==> config.mk <==
export PLATFORM = sky130hd
export DESIGN_NAME = adc_iq_axis_source
export DESIGN_NICKNAME = d
export VERILOG_FILES = /design/src/rtl/adc_iq_axis_source.sv
export SDC_FILE = /design/constraint.sdc
export NUM_CORES = 1
export LEC_CHECK = 0
export BUFFER_PORTS_ARGS = -buffer_cell sky130_fd_sc_hd__buf_2
export CORE_MARGIN = 10
export CORE_UTILIZATION = 55
export DETAILED_ROUTE_END_ITERATION = 12
export PLACE_DENSITY = 0.72
export SYNTH_ARGS = -nofsm -noshare
export SYNTH_HDL_FRONTEND = slang
export SYNTH_SLANG_ARGS = --single-unit
==> constraint.sdc <==
create_clock -name hclk -period 5.06 [get_ports hclk]
set_input_delay 1.012 -clock hclk [delete_from_list [all_inputs] [get_ports hclk]]
set_output_delay 1.012 -clock hclk [all_outputs]
set_load 0.005 [all_outputs]
==> src/rtl/adc_iq_axis_source.sv <==
// adc_iq_axis_source
// Turns raw ADC I/Q sample strobes into a 32-bit AXI-Stream sample feed.
// Accepted strobes can be decimated by an integer ratio. Kept samples go into
// a small first-word-fall-through FIFO that absorbs downstream backpressure.
// Lost samples are reported through a sticky overflow flag and a saturating
// drop counter.
//
// Ports:
//   hclk, hreset         clock (rising edge) / asynchronous active-high reset
//   ce, enable           input-side clock enable / capture enable
//   adc_i, adc_q         DW-bit in-phase / quadrature sample
//   adc_valid            one-cycle sample strobe
//   decim                decimation ratio (0 and 1 both keep every sample)
//   tdata_m              {Q, I} FIFO head; I in [DW-1:0], Q in [2DW-1:DW]
//   tvalid_m, tready_m   AXI-Stream handshake
//   fifo_level           FIFO occupancy
//   overflow             sticky flag, set when a kept sample is dropped
//   overflow_clr         single-cycle clear of overflow and drop_cnt
//   drop_cnt             saturating count of dropped samples
module adc_iq_axis_source #(
    parameter int unsigned DW         = 16,
    parameter int unsigned FIFO_DEPTH = 16,
    parameter int unsigned LW         = 5
) (
    input  logic            hclk,
    input  logic            hreset,
    input  logic            ce,
    input  logic            enable,
    input  logic [DW-1:0]   adc_i,
    input  logic [DW-1:0]   adc_q,
    input  logic            adc_valid,
    input  logic [7:0]      decim,
    output logic [2*DW-1:0] tdata_m,
    output logic            tvalid_m,
    input  logic            tready_m,
    output logic [LW-1:0]   fifo_level,
    output logic            overflow,
    input  logic            overflow_clr,
    output logic [15:0]     drop_cnt
);

    localparam int unsigned AW = (FIFO_DEPTH > 1) ? $clog2(FIFO_DEPTH) : 1;
    localparam int unsigned TW = 2 * DW;
    localparam int unsigned CW = 16;
    localparam int unsigned DCW = 8;

    logic [TW-1:0]  mem [FIFO_DEPTH];
    logic [AW-1:0]  wr_ptr;
    logic [AW-1:0]  rd_ptr;
    logic [AW-1:0]  rd_ptr_nxt;
    logic [DCW-1:0] dcnt;
    logic [DCW-1:0] dcnt_nxt;
    logic [DCW-1:0] dmax;
    logic           accept;
    logic           keep;
    logic           full;
    logic           pop;
    logic           push_ok;
    logic           drop;
    logic [TW-1:0]  din;
    logic [TW-1:0]  head_nxt;
    logic [LW-1:0]  level_after_pop;
    logic [LW-1:0]  level_nxt;
    logic           overflow_nxt;
    logic [CW-1:0]  drop_cnt_nxt;

    // Strobe acceptance and decimation counter; the wrap compare uses >= so a
    // ratio lowered mid-run below the current count still wraps promptly.
    always_comb begin
        dmax     = (decim > DCW'(1)) ? (decim - DCW'(1)) : DCW'(0);
        accept   = ce & enable & adc_valid;
        keep     = accept & (dcnt == DCW'(0));
        dcnt_nxt = dcnt;
        if (!enable) begin
            dcnt_nxt = DCW'(0);
        end else if (accept) begin
            dcnt_nxt = (dcnt >= dmax) ? DCW'(0) : (dcnt + DCW'(1));
        end
    end

    // FIFO bookkeeping and the next head value for the registered FWFT output.
    always_comb begin
        din             = {adc_q, adc_i};
        pop             = tvalid_m & tready_m;
        full            = (fifo_level == LW'(FIFO_DEPTH));
        push_ok         = keep & (~full | pop);
        drop            = keep & full & ~pop;
        level_after_pop = fifo_level - LW'(pop);
        level_nxt       = level_after_pop + LW'(push_ok);
        rd_ptr_nxt      = rd_ptr + AW'(pop);
        head_nxt        = mem[rd_ptr_nxt];
        if (level_nxt == LW'(0)) begin
            head_nxt = '0;
        end else if (push_ok && (level_after_pop == LW'(0))) begin
            // The pushed word becomes the head; it is not in mem yet.
            head_nxt = din;
        end
    end

    // Drop accounting; a drop in the same cycle as a clear wins.
    always_comb begin
        overflow_nxt = overflow;
        drop_cnt_nxt = drop_cnt;
        if (drop) begin
            overflow_nxt = 1'b1;
            if (overflow_clr) begin
                drop_cnt_nxt = CW'(1);
            end else if (drop_cnt != {CW{1'b1}}) begin
                drop_cnt_nxt = drop_cnt + CW'(1);
            end
        end else if (overflow_clr) begin
            overflow_nxt = 1'b0;
            drop_cnt_nxt = '0;
        end
    end

    // Control and output registers.
    always_ff @(posedge hclk or posedge hreset) begin
        if (hreset) begin
            dcnt       <= '0;
            wr_ptr     <= '0;
            rd_ptr     <= '0;
            fifo_level <= '0;
            tvalid_m   <= 1'b0;
            tdata_m    <= '0;
            overflow   <= 1'b0;
            drop_cnt   <= '0;
        end else begin
            dcnt       <= dcnt_nxt;
            wr_ptr     <= wr_ptr + AW'(push_ok);
            rd_ptr     <= rd_ptr_nxt;
            fifo_level <= level_nxt;
            tvalid_m   <= (level_nxt != LW'(0));
            tdata_m    <= head_nxt;
            overflow   <= overflow_nxt;
            drop_cnt   <= drop_cnt_nxt;
        end
    end

    // Sample storage; contents are don't-care until written.
    always_ff @(posedge hclk) begin
        if (push_ok) begin
            mem[wr_ptr] <= din;
        end
    end

endmodule

==> impl_metrics.env <==
export IMPL_status="complete, no violations"
export IMPL_grt_max_degree=48
export IMPL_fin_tns_setup_ns=0
export IMPL_antenna_found_initial=1
export IMPL_cp_end_kind="flip-flop"
export IMPL_firstDrtPassIters=5
export IMPL_finalWirelength_um=49400
export IMPL_grt_ovfl_total=0
export IMPL_ctsRootBufferMaster="clkbuf_16"
export IMPL_start_util_pct=55.9
export IMPL_port_buffers=101
export IMPL_irDropWorstVdd_uv=522
export IMPL_routed_via_density=6.24
export IMPL_setup_violations=0
export IMPL_postSynthAreaPerCell_um2=20.1
export IMPL_ant_nets=0
export IMPL_synth_cell_types=50
export IMPL_drv_slew=0
export IMPL_dr_total_vias=11600
export IMPL_slew_headroom_pct=39.8
export IMPL_post_cts_buffers=0
export IMPL_io_pins=102
export IMPL_finalHoldViolCount=0
export IMPL_first_iter_violations=1043
export IMPL_hp_class="in2async"
export IMPL_drcViolationCount=0
export IMPL_finalCritPeriodShare_pct=71.7
export IMPL_grtUsageMet1_pct=27.8
export IMPL_post_route_util_pct=63.9
export IMPL_crit_fanout=15
export IMPL_fillers=2717
export IMPL_synthFlopType="edfxtp_1"
export IMPL_async_flop_share_pct=12.2
export IMPL_rsz0062_at_grt="false"
export IMPL_ys_seq_elements=583
export IMPL_start_kind="flip-flop"
export IMPL_use_met2_pct=32.4
export IMPL_routabilityCongestion=0.792
export IMPL_grt_usage_pct=20.0
export IMPL_rows=74
export IMPL_cts_buffers=56
export IMPL_syn_area_um2=22900
export IMPL_avgRoutedWirePerCell_um=26.6
export IMPL_synth_edf_count=512
export IMPL_fp_dieArea_um2=50200
export IMPL_skew_ns=0.0127
export IMPL_pwr_density_cell_nw_per_um2=566
export IMPL_htreeDepth=2
export IMPL_clockBufferDepth=3
export IMPL_critPathKind="reg2reg"
export IMPL_dpl_hpwl_um=28300
export IMPL_areaGrowthSynthToFinish_pct=14.4
export IMPL_die_w_um=224
export IMPL_final_common_cell="edfxtp_1"
export IMPL_ys_seq_area_share_pct=74.9
export IMPL_final_cell_mix="512 x edfxtp_1, 128 x mux4_2, 101 x buf_2"
export IMPL_synth_warnings=0
export IMPL_required_ns=5.51
export IMPL_grt_pass1_wl_um=76000
export IMPL_syn_num_nets=1205
export IMPL_final_area_um2=26200
export IMPL_power_leakage_nw=8.89
export IMPL_worstMarginPinSlew_ns=0.901
export IMPL_cts_tree="built"
export IMPL_finalCriticalPeriod_ns=3.63
export IMPL_clk_latency_ns=0.60
export IMPL_synth_cells=1137
export IMPL_cts_resized=0
export IMPL_cap_violations=0
export IMPL_clk_pin_slew_ns=0.06
export IMPL_worst_ep_arrival_time_ns=4.08
export IMPL_max_freq_ghz=0.276
export IMPL_met3_usage_pct=3.15
export IMPL_die_height_um=224
export IMPL_layout_drive_gt1_share_pct=31.5
export IMPL_place_area_um2=24300
export IMPL_fp_coreArea_um2=41000
export IMPL_grt_pass1_vias=12000
export IMPL_postCtsHoldBufs=0
export IMPL_nNetsFinal=1347
export IMPL_top_usage_layer="met2"
export IMPL_cts_sinks=583
-- metrics by stage --
step	hold WS [ns]	worst slack [ns]	total power [mW]	std cells
after floorplan	0.477	0.683	9.37	1137
after global placement	0.462	0.924	10.8	1753
after detailed placement	0.472	0.858	10.8	1753
after CTS	0.463	1.39	15.0	1857
after global routing	0.490	1.18	15.5	1858
final	0.475	1.43	14.8	1858
-- power breakdown --
part	switching [mW]	total [mW]	internal (mW)
combinational	2.50	4.98	2.48
clock	1.73	4.20	2.46
sequential	0.161	5.67	5.51
total	4.39	14.8	10.5
-- flip-flops by register name (all words and copies together), names as in the netlist --
signal / count
mem: 512
tdata_m: 32
drop_cnt: 16
dcnt: 8
fifo_level: 5
rd_ptr: 4
wr_ptr: 4
overflow: 1
tvalid_m: 1
-- path summary, 6_finish.rpt --
check / endpoint / cells after the start / startpoint / slack (ns)
max in group asynchronous: tdata_m[6] / 3 / hreset / 3.52
min in group hclk: overflow / 1 / overflow / 0.49
setup / recovery: tdata_m[26] / 14 / dcnt[0] / 1.43
hold / removal: tdata_m[31] / 2 / hreset / 0.47
setup reg to reg: tdata_m[26] / 14 / dcnt[0] / 1.43
hold reg to reg: overflow / 1 / overflow / 0.49
-- cells in the mapped netlist, drive strengths merged, types with 5 or more instances --
| master | instances | share of area, % |
|---|---|---|
| inv | 19 | 0.31 |
| nand3b | 5 | 0.16 |
| o21ai | 7 | 0.15 |
| nand2b | 7 | 0.19 |
| dfrtp | 71 | 7.8 |
| and2 | 5 | 0.14 |
| xnor2 | 7 | 0.27 |
| nor3 | 13 | 0.33 |
| xor2 | 20 | 0.76 |
| mux4 | 128 | 13 |
| nor2 | 38 | 0.66 |
| edfxtp | 512 | 67 |
| clkbuf | 31 | 0.51 |
| nand4 | 8 | 0.22 |
| a21oi | 12 | 0.26 |
| ha | 21 | 1.1 |
| o22ai | 32 | 1.7 |
| a22o | 34 | 1.3 |
| nand2 | 53 | 0.87 |
| buf | 28 | 0.73 |
| or3 | 5 | 0.14 |
| nand3 | 18 | 0.42 |
| a221oi | 32 | 1.2 |
| and3 | 7 | 0.19 |
-- area by class of cell --
cell class / instances / area, µm² / share of cell area (%)
clock inverter: 22 / 258 / 0.983
sequential: 583 / 17200 / 65.4
tap: 532 / 666 / 2.54
antenna: 1 / 2.50 / 0.00955
clock buffer: 82 / 1610 / 6.14
timing repair buffer: 143 / 883 / 3.37
multi-input combinational: 476 / 5570 / 21.2
inverter: 19 / 72.6 / 0.277
-- layer usage --
| metal | part of all wire, % | wire length [µm] |
|---|---|---|
| met1 | 41 | 20400 |
| met2 | 50 | 24600 |
| met3 | 6.6 | 3270 |
| met4 | 2.2 | 1100 |
| met5 | 0 | 0 |
-- worst max-delay path: stages (launching register included) --
cell and delay [ns]:
dfrtp_1 0.40, inv_1 0.12, ha_1 0.16, nor4b_2 0.23
nand3_2 0.20, nor2b_4 0.23, ha_1 0.20, ha_1 0.21
nand3b_1 0.09, a41oi_1 0.25, xnor2_1 0.16, nor3_4 0.20
or2_2 0.55, buf_4 0.38, o22ai_2 0.10
-- cells by family after synthesis --
| family | synth area share [%] |
|---|---|
| fa+ha+maj | 1.15 |
| buf+inv | 1.55 |
| flops | 74.9 |
| mux | 12.7 |
| xor+xnor | 1.03 |
| simple gates | 3.75 |
| compound gates | 4.98 |
No activity file was read; power rests on OpenSTA's default activity.
